## config.mk

```make
export PLATFORM = sky130hd
export DESIGN_NAME = rd_ptr_empty_ctrl_flat
export DESIGN_NICKNAME = d
export VERILOG_FILES = /design/src/rtl/rd_ptr_empty_ctrl_if.sv /design/src/rtl/rd_ptr_empty_ctrl.sv /design/src/flat_wrapper.sv
export SDC_FILE = /design/constraint.sdc
export NUM_CORES = 1
export LEC_CHECK = 0
export ABC_AREA = 0
export ABC_CLOCK_PERIOD_IN_PS = 2500
export CORE_ASPECT_RATIO = 1.4
export CORE_MARGIN = 1.5
export CORE_UTILIZATION = 38
export DETAILED_ROUTE_END_ITERATION = 16
export PLACE_DENSITY = 0.72
export SYNTH_ARGS = -nofsm -noshare
export SYNTH_HDL_FRONTEND = slang
export SYNTH_SLANG_ARGS = --single-unit
```

## constraint.sdc

```tcl
create_clock -name rd_clk -period 2.5 [get_ports rd_clk]
set_input_delay 0.5 -clock rd_clk [delete_from_list [all_inputs] [get_ports rd_clk]]
set_output_delay 0.5 -clock rd_clk [all_outputs]
set_load 0.02 [all_outputs]
```

## src/rtl/rd_ptr_empty_ctrl_if.sv

```systemverilog
//------------------------------------------------------------------------------
// Module   : rd_ptr_empty_ctrl_if
// Purpose  : Bundles the read-side handshake and status signals that pass
//            between the async-FIFO read controller and its consumer or bench.
// Ports    : none (the interface carries signals only)
//   rd_en / underflow_clr / rq2_wrt_ptr : driven by the master, into the controller
//   rd_ptr, rd_addr, rd_addr_next,
//   rd_accept, empty, almost_empty,
//   rd_level, underflow                 : driven by the controller (slave)
// Revision : 1.0 - initial release
//------------------------------------------------------------------------------
`default_nettype none

interface rd_ptr_empty_ctrl_if #(
  parameter int ADDR_W = 3
);
  logic              rd_en;
  logic [ADDR_W:0]   rq2_wrt_ptr;
  logic              underflow_clr;
  logic [ADDR_W:0]   rd_ptr;
  logic [ADDR_W-1:0] rd_addr;
  logic [ADDR_W-1:0] rd_addr_next;
  logic              rd_accept;
  logic              empty;
  logic              almost_empty;
  logic [ADDR_W:0]   rd_level;
  logic              underflow;

  modport slave (
    input  rd_en, rq2_wrt_ptr, underflow_clr,
    output rd_ptr, rd_addr, rd_addr_next, rd_accept,
           empty, almost_empty, rd_level, underflow
  );

  modport master (
    output rd_en, rq2_wrt_ptr, underflow_clr,
    input  rd_ptr, rd_addr, rd_addr_next, rd_accept,
           empty, almost_empty, rd_level, underflow
  );
endinterface

`default_nettype wire

```

## src/rtl/rd_ptr_empty_ctrl.sv

```systemverilog
//------------------------------------------------------------------------------
// Module   : rd_ptr_empty_ctrl
// Purpose  : Read-side pointer and flag controller of an async FIFO with
//            DEPTH = 2**ADDR_W words. Keeps binary and Gray read pointers,
//            produces registered empty / almost_empty / fill level and a
//            sticky underflow flag.
// Ports    :
//   rd_clk   in  read clock
//   rd_rst_n in  asynchronous active-low reset
//   bus      slave modport of rd_ptr_empty_ctrl_if:
//     rd_en in, rq2_wrt_ptr in (write Gray ptr already synchronised),
//     underflow_clr in, rd_ptr out (Gray), rd_addr out, rd_addr_next out,
//     rd_accept out (combinational), empty/almost_empty/rd_level out,
//     underflow out (sticky)
// Revision : 1.0 - initial release
//------------------------------------------------------------------------------
`default_nettype none

module rd_ptr_empty_ctrl #(
  parameter int ADDR_W        = 3,
  parameter int AEMPTY_THRESH = 1
) (
  input  wire                   rd_clk,
  input  wire                   rd_rst_n,
  rd_ptr_empty_ctrl_if.slave    bus
);

  localparam logic [ADDR_W:0] c_AEMPTY_THRESH = (ADDR_W+1)'(AEMPTY_THRESH);

  logic [ADDR_W:0] r_rd_bin;
  logic [ADDR_W:0] r_rd_ptr;
  logic [ADDR_W:0] r_rd_level;
  logic            r_empty;
  logic            r_almost_empty;
  logic            r_underflow;

  logic            w_rd_accept;
  logic [ADDR_W:0] w_rd_bin_next;
  logic [ADDR_W:0] w_rd_gray_next;
  logic [ADDR_W:0] w_wq_bin;
  logic [ADDR_W:0] w_level_next;
  logic            w_empty_next;
  logic            w_almost_empty_next;

  // Depends only on rd_en and registered empty, so the RAM read enable
  // never sees the synchronised write pointer combinationally.
  assign w_rd_accept    = bus.rd_en & ~r_empty;
  assign w_rd_bin_next  = r_rd_bin + (ADDR_W+1)'(w_rd_accept);
  assign w_rd_gray_next = (w_rd_bin_next >> 1) ^ w_rd_bin_next;

  // Gray-to-binary: each binary bit is the XOR of all Gray bits at or above it.
  always_comb begin
    w_wq_bin = '0;
    for (int i = 0; i <= ADDR_W; i++) begin
      w_wq_bin[i] = ^(bus.rq2_wrt_ptr >> i);
    end
  end

  // Modulo subtraction keeps the level correct across pointer wrap; the
  // result is bounded to 0..DEPTH because the writer never laps the reader.
  assign w_level_next        = w_wq_bin - w_rd_bin_next;
  // Full Gray compare including the wrap bit, so full never reads as empty.
  assign w_empty_next        = (w_rd_gray_next == bus.rq2_wrt_ptr);
  assign w_almost_empty_next = (w_level_next <= c_AEMPTY_THRESH);

  always_ff @(posedge rd_clk or negedge rd_rst_n) begin
    if (!rd_rst_n) begin
      r_rd_bin       <= '0;
      r_rd_ptr       <= '0;
      r_rd_level     <= '0;
      r_empty        <= 1'b1;
      r_almost_empty <= 1'b1;
      r_underflow    <= 1'b0;
    end else begin
      r_rd_bin       <= w_rd_bin_next;
      r_rd_ptr       <= w_rd_gray_next;
      r_rd_level     <= w_level_next;
      r_empty        <= w_empty_next;
      r_almost_empty <= w_almost_empty_next;
      // A new underflow event takes priority over a clear in the same cycle.
      r_underflow    <= (bus.rd_en & r_empty) | (r_underflow & ~bus.underflow_clr);
    end
  end

  assign bus.rd_ptr       = r_rd_ptr;
  assign bus.rd_addr      = r_rd_bin[ADDR_W-1:0];
  assign bus.rd_addr_next = w_rd_bin_next[ADDR_W-1:0];
  assign bus.rd_accept    = w_rd_accept;
  assign bus.empty        = r_empty;
  assign bus.almost_empty = r_almost_empty;
  assign bus.rd_level     = r_rd_level;
  assign bus.underflow    = r_underflow;

endmodule

`default_nettype wire
```

## src/flat_wrapper.sv

```systemverilog
// flat-port wrapper written by rule: the top's interface ports become plain ports
module rd_ptr_empty_ctrl_flat 
#(
  parameter int ADDR_W        = 3,
  parameter int AEMPTY_THRESH = 1
)
  (rd_clk, rd_rst_n, bus_rd_en, bus_rq2_wrt_ptr, bus_underflow_clr, bus_rd_ptr, bus_rd_addr, bus_rd_addr_next, bus_rd_accept, bus_empty, bus_almost_empty, bus_rd_level, bus_underflow);
  rd_ptr_empty_ctrl_if #(.ADDR_W(ADDR_W)) bus_i ();
  input  wire rd_clk;
  input  wire rd_rst_n;
  input wire logic [$bits(bus_i.rd_en)-1:0] bus_rd_en;
  input wire logic [$bits(bus_i.rq2_wrt_ptr)-1:0] bus_rq2_wrt_ptr;
  input wire logic [$bits(bus_i.underflow_clr)-1:0] bus_underflow_clr;
  output wire logic [$bits(bus_i.rd_ptr)-1:0] bus_rd_ptr;
  output wire logic [$bits(bus_i.rd_addr)-1:0] bus_rd_addr;
  output wire logic [$bits(bus_i.rd_addr_next)-1:0] bus_rd_addr_next;
  output wire logic [$bits(bus_i.rd_accept)-1:0] bus_rd_accept;
  output wire logic [$bits(bus_i.empty)-1:0] bus_empty;
  output wire logic [$bits(bus_i.almost_empty)-1:0] bus_almost_empty;
  output wire logic [$bits(bus_i.rd_level)-1:0] bus_rd_level;
  output wire logic [$bits(bus_i.underflow)-1:0] bus_underflow;
  assign bus_i.rd_en = bus_rd_en;
  assign bus_i.rq2_wrt_ptr = bus_rq2_wrt_ptr;
  assign bus_i.underflow_clr = bus_underflow_clr;
  assign bus_rd_ptr = bus_i.rd_ptr;
  assign bus_rd_addr = bus_i.rd_addr;
  assign bus_rd_addr_next = bus_i.rd_addr_next;
  assign bus_rd_accept = bus_i.rd_accept;
  assign bus_empty = bus_i.empty;
  assign bus_almost_empty = bus_i.almost_empty;
  assign bus_rd_level = bus_i.rd_level;
  assign bus_underflow = bus_i.underflow;
  rd_ptr_empty_ctrl #(.ADDR_W(ADDR_W), .AEMPTY_THRESH(AEMPTY_THRESH)) u_core (.rd_clk(rd_clk), .rd_rst_n(rd_rst_n), .bus(bus_i));
endmodule
```

# Word level (Yosys, flattened, before mapping)
# Index checks and enable logic that the tools add are counted.
classes:
  bitwise: 7
  add_sub_neg: 2
  n_reduce_logical: 4
  n_eq_ne: 1
  order_cmp: 1
op_table:
  columns: ["cell", "count"]
  rows:
  - ["$reduce_xor A4 Y1", 4]
  - ["$add A4 B1 Y4", 1]
  - ["$eq A4 B4 Y1", 1]
  - ["$le A4 B1 Y1 const B", 1]
  - ["$sub A4 B4 Y4", 1]
  - ["$xor A3 B4 Y4", 1]
  - ["$and A1 B1 Y1", 3]
  - ["$not A1 Y1", 2]
  - ["$or A1 B1 Y1", 1]
word_totals:
  output_inout_bits: 18
  register_bits: 15
  inputBits: 8
  elab_cells: 21

# Longest topological paths before layout
logic_depth:
  word_depth: 5
  ltp_mapped: 10
  depth_no_buf: 10

# Worst setup path after synthesis
# Ideal clock, no wire load.
synth_path:
  kind: "in2reg"
  startpoint: "input port bus_rd_en"
  endpoint: "register u_core.r_almost_empty (netlist: u_core.bus.almost_empty)"
  arrival_ns: 2.807
  setup_ns: 0.075
  setup_slack_ns: -0.382
  n_path_buf: 0
  cell_stages: 10
  required_ns: 2.425
  cell_sequence: "nor2b_1 -> ha_1 -> ha_1 -> xor2_1 -> inv_1 -> ha_1 -> or3b_2 -> o211ai_2 -> xnor2_1 -> nor3_2"
synth_between:
  elab_chain_len: 4
synth_lines:
  columns: ["element", "line", "text"]
  rows:
  - ["start: declaration", "flat_wrapper.sv:11", "input wire logic [$bits(bus_i.rd_en)-1:0] bus_rd_en;"]
  - ["$and A1 B1 Y1", "rd_ptr_empty_ctrl.sv:47", "assign w_rd_accept = bus.rd_en & ~r_empty;"]
  - ["$add A4 B1 Y4", "rd_ptr_empty_ctrl.sv:48", "assign w_rd_bin_next = r_rd_bin + (ADDR_W+1)'(w_rd_accept);"]
  - ["net u_core.w_rd_bin_next[2]", "rd_ptr_empty_ctrl.sv:38", "logic [ADDR_W:0] w_rd_bin_next;"]
  - ["$sub A4 B4 Y4", "rd_ptr_empty_ctrl.sv:61", "assign w_level_next = w_wq_bin - w_rd_bin_next;"]
  - ["net u_core.w_level_next[3]", "rd_ptr_empty_ctrl.sv:41", "logic [ADDR_W:0] w_level_next;"]
  - ["$le A4 B1 Y1", "rd_ptr_empty_ctrl.sv:64", "assign w_almost_empty_next = (w_level_next <= c_AEMPTY_THRESH);"]
  - ["net u_core.w_almost_empty_next", "rd_ptr_empty_ctrl.sv:43", "logic w_almost_empty_next;"]
  - ["end signal: assignment", "rd_ptr_empty_ctrl.sv:79", "r_almost_empty <= w_almost_empty_next;"]
  - ["end: declaration", "rd_ptr_empty_ctrl.sv:34", "logic r_almost_empty;"]
# The timed path passes the listed nets, and every way through them passes these cells.

# Final worst setup path
layout_path:
  startpoint: "input port bus_rq2_wrt_ptr[3]"
  endpoint: "register u_core.r_almost_empty (netlist: u_core.bus.almost_empty)"
layout_between:
  elab_chain_len: 3
  elab_cells_between_ends: 6
  cone_classes: "add/sub (1); order compare (1); reduce/logical (4)"
layout_lines:
  columns: ["element", "line", "text"]
  rows:
  - ["start: declaration", "flat_wrapper.sv:12", "input wire logic [$bits(bus_i.rq2_wrt_ptr)-1:0] bus_rq2_wrt_ptr;"]
  - ["$reduce_xor A4 Y1", "rd_ptr_empty_ctrl.sv:55", "w_wq_bin[i] = ^(bus.rq2_wrt_ptr >> i);"]
  - ["$sub A4 B4 Y4 *", "rd_ptr_empty_ctrl.sv:61", null]
  - ["net u_core.w_level_next[3]", "rd_ptr_empty_ctrl.sv:41", null]
  - ["$le A4 B1 Y1 *", "rd_ptr_empty_ctrl.sv:64", null]
  - ["net u_core.w_almost_empty_next", "rd_ptr_empty_ctrl.sv:43", null]
# Mark *: on every way through the listed nets, which the timed path passes. The rest lies on a longest branch.

==> impl_metrics.yaml <==
critical_path:
  worstPathMaxFanout: 2
  crit_path_start_kind: "primary input"
  critPathCaptureType: "flip-flop"
  r2r_start: "u_core.bus.empty"
  cp-startpoint: "bus_rq2_wrt_ptr[3]"
  cp.arrival_ns: 2.62
  cp.required_ns: 2.69
  r2r_end: "u_core.bus.almost_empty"
  rrSetupSlack_ns: 0.18
  reg2reg_depth: 10
  path_class: "in2reg"
place:
  place_inst: 110
  place_congestion: 0.736
  io_buffers: 25
  hpwlAfterDp_um: 1100
  placed_cell_area_sq_mm: 0.00110
  pre_cts_slack_ns: -0.416
final_layout:
  final_area_sq_mm: 0.00115
  drive_gt1_frac: 0.298
  stdcell_count: 114
  area.growth.synth_to_final_pct: 58.5
  nFillCells: 147
  n_antenna_cell: 0
  fin_nets: 109
detailed_routing:
  first_pass_iters: 4
  vias_per_cell: 4.62
  routed_wl_um: 1280
  ant_nets: 0
  vias: 527
  wl_per_cell_um: 11.3
  drc: 0
  drtIter0Drc: 5
grt:
  grt-ovfl-total: 0
  antenna_found_initial: 0
  grt_pass1_vias: 514
  grt_max_degree: 15
  grt.total_usage: 0.148
  grt_first_pass_wirelength_um: 2120
power_and_ir_drop:
  ir_drop_mv: 0.748
  leakagePower_nw: 0.523
  p_sw_w: 0.000770
  combPwrFrac: 0.707
  power_density_mw_per_mm2: 1650
  pwr-share-seq: 0.232
  clkPwrFrac: 0.060
  p_total_w: 0.00190
  switching_share: 0.405
  power.internal_w: 0.00113
timing:
  relSlewSlack: 0.596
  fin_skew_ns: 0.00566
  worst_slew_pin_slew_ns: 0.604
  rsz0062_at_grt: "no"
  min_period_ns: 2.43
  max_freq_ghz: 0.411
  maxSlewViolCount: 0
  setup_viol: 0
  finalSetupTns_ns: 0
  fin_crit_sh: 0.973
  final-hold-violation-count: 0
  setup_ws_ns: 0.0681
clocking:
  cts-hold-fix-buffers: 0
  insertion_delay_ns: 0.27
  h-tree-depth: 1
  clk_pin_slew_ns: 0.07
  cts_made_buffers: 3
  cts_root_buf: "clkbuf_4"
  cts_tree: "built"
  clockBufferDepth: 2
  clkSinkCount: 14
yosys:
  synth_cells: 57
  synth-async-reset-ratio: 1.00
  syn-num-nets: 70
  synth_edf_count: 0
  yosysUniqueCellTypes: 22
  syn_avg_cell_area_sq_um: 12.7
  synthFlopType: "dfrtp_1"
  mappedNetlistArea_sq_um: 724
  ys.warnings.count: 0
  synth_seq_cells: 14
  seq_area_frac_synth: 0.487
die:
  io_pins: 26
  core_sq_mm: 0.00178
  num_rows: 18
  dieArea_sq_mm: 0.00218
  fp.dieW_um: 39.9
  initial_core_util: 0.407
  dieHeight_um: 54.7
worst_hold_path:
  hp-start: "u_core.r_rd_bin[3]"
  whs_endpoint: "u_core.r_rd_bin[3]"
  min_path_type: "reg2reg"
  holdPathStages: 1
job:
  max_cap_viol_count: 0
status:
  status: "completed"
[state kept, by name (all words and copies together), names as in the netlist]
name / cells
u_core.bus.almost_empty: 1
u_core.bus.empty: 1
u_core.bus.rd_level: 4
u_core.bus.rd_ptr: 3
u_core.bus.underflow: 1
u_core.r_rd_bin: 4
[per-stage QoR]
stage               hold WS, ns  utilization
finish                    0.549        0.646
global route              0.589        0.646
CTS                       0.562        0.646
detailed placement        0.551        0.621
global placement          0.522        0.621
floorplan                 0.204            -
[critical path, cell delays in order]
cell,delay (ns)
clkdlybuf4s50_1,0.50
xnor3_2,0.45
xor2_1,0.16
ha_1,0.21
or3b_2,0.45
o211ai_2,0.10
xnor2_2,0.11
nor3_2,0.15
[cells by family (layout without fill, tap and decap cells)]
kind of cell | Yosys count | after routing | synth area share
flops | 14 | 14 | 0.487
fa+ha+maj | 5 | 5 | 0.0864
simple gates | 7 | 7 | 0.0622
buf+inv | 9 | 46 | 0.0622
compound gates | 6 | 6 | 0.0691
xor+xnor | 16 | 16 | 0.233
[timing repair]
action,in CTS,in global routing
endpoints found under the setup margin,5,0
buffers inserted,1,0
gates resized for setup,5,0
[power by group through the flow]
stage	clock network [W]	logic (W)	registers [W]
final	0.000114	0.00134	0.000442
after global routing	0.000137	0.00148	0.000458
after CTS	0.000120	0.00137	0.000446
after detailed placement	0	0.00133	0.000447
after global placement	0	0.00132	0.000439
after floorplan	0	0.000702	0.000576
[Yosys cell counts, drive strengths merged (2+ instances only)]
cell type / count / share of area
dfstp: 2 / 0.073
nand3: 2 / 0.014
inv: 5 / 0.026
ha: 5 / 0.086
dfrtp: 12 / 0.41
xor2: 10 / 0.12
xnor3: 2 / 0.064
xnor2: 4 / 0.048
buf: 3 / 0.031
[routing by layer]
metal | wire length, um | global-route usage | vias up
met4 | 40 | 0.121 | 0
met1 | 546 | 0.173 | 244
met2 | 666 | 0.245 | 17
met3 | 29 | 0 | 5
met5 | 0 | 0 | -
li1 | - | - | 261
[how the worst max path moves through the flow]
stage                                          to  cells after the start
final                     u_core.bus.almost_empty                      8
after global routing      u_core.bus.almost_empty                      8
after CTS                 u_core.bus.almost_empty                      8
after detailed placement  u_core.bus.almost_empty                     11
after global placement    u_core.bus.almost_empty                     11
after floorplan           u_core.bus.almost_empty                     10
[placed cells by master, fill, tap and decap left out, drive strengths merged, types with 2 or more instances in the layout]
cell / count
xor2: 10
nand3: 2
dfrtp: 12
buf: 13
inv: 5
ha: 5
xnor2: 4
dfstp: 2
clkbuf: 3
dlygate4sd2: 3
clkdlybuf4s50: 22
xnor3: 2
[area by class of cell]
cell class                 instances  area (sq um)  area share
multi-input combinational         34           385       0.336
sequential                        14           353       0.307
timing repair buffer              38           344       0.300
tap                               20          25.0      0.0218
clock buffer                       3          22.5      0.0196
inverter                           5          18.8      0.0163
(Power assumes the default switching activity.)
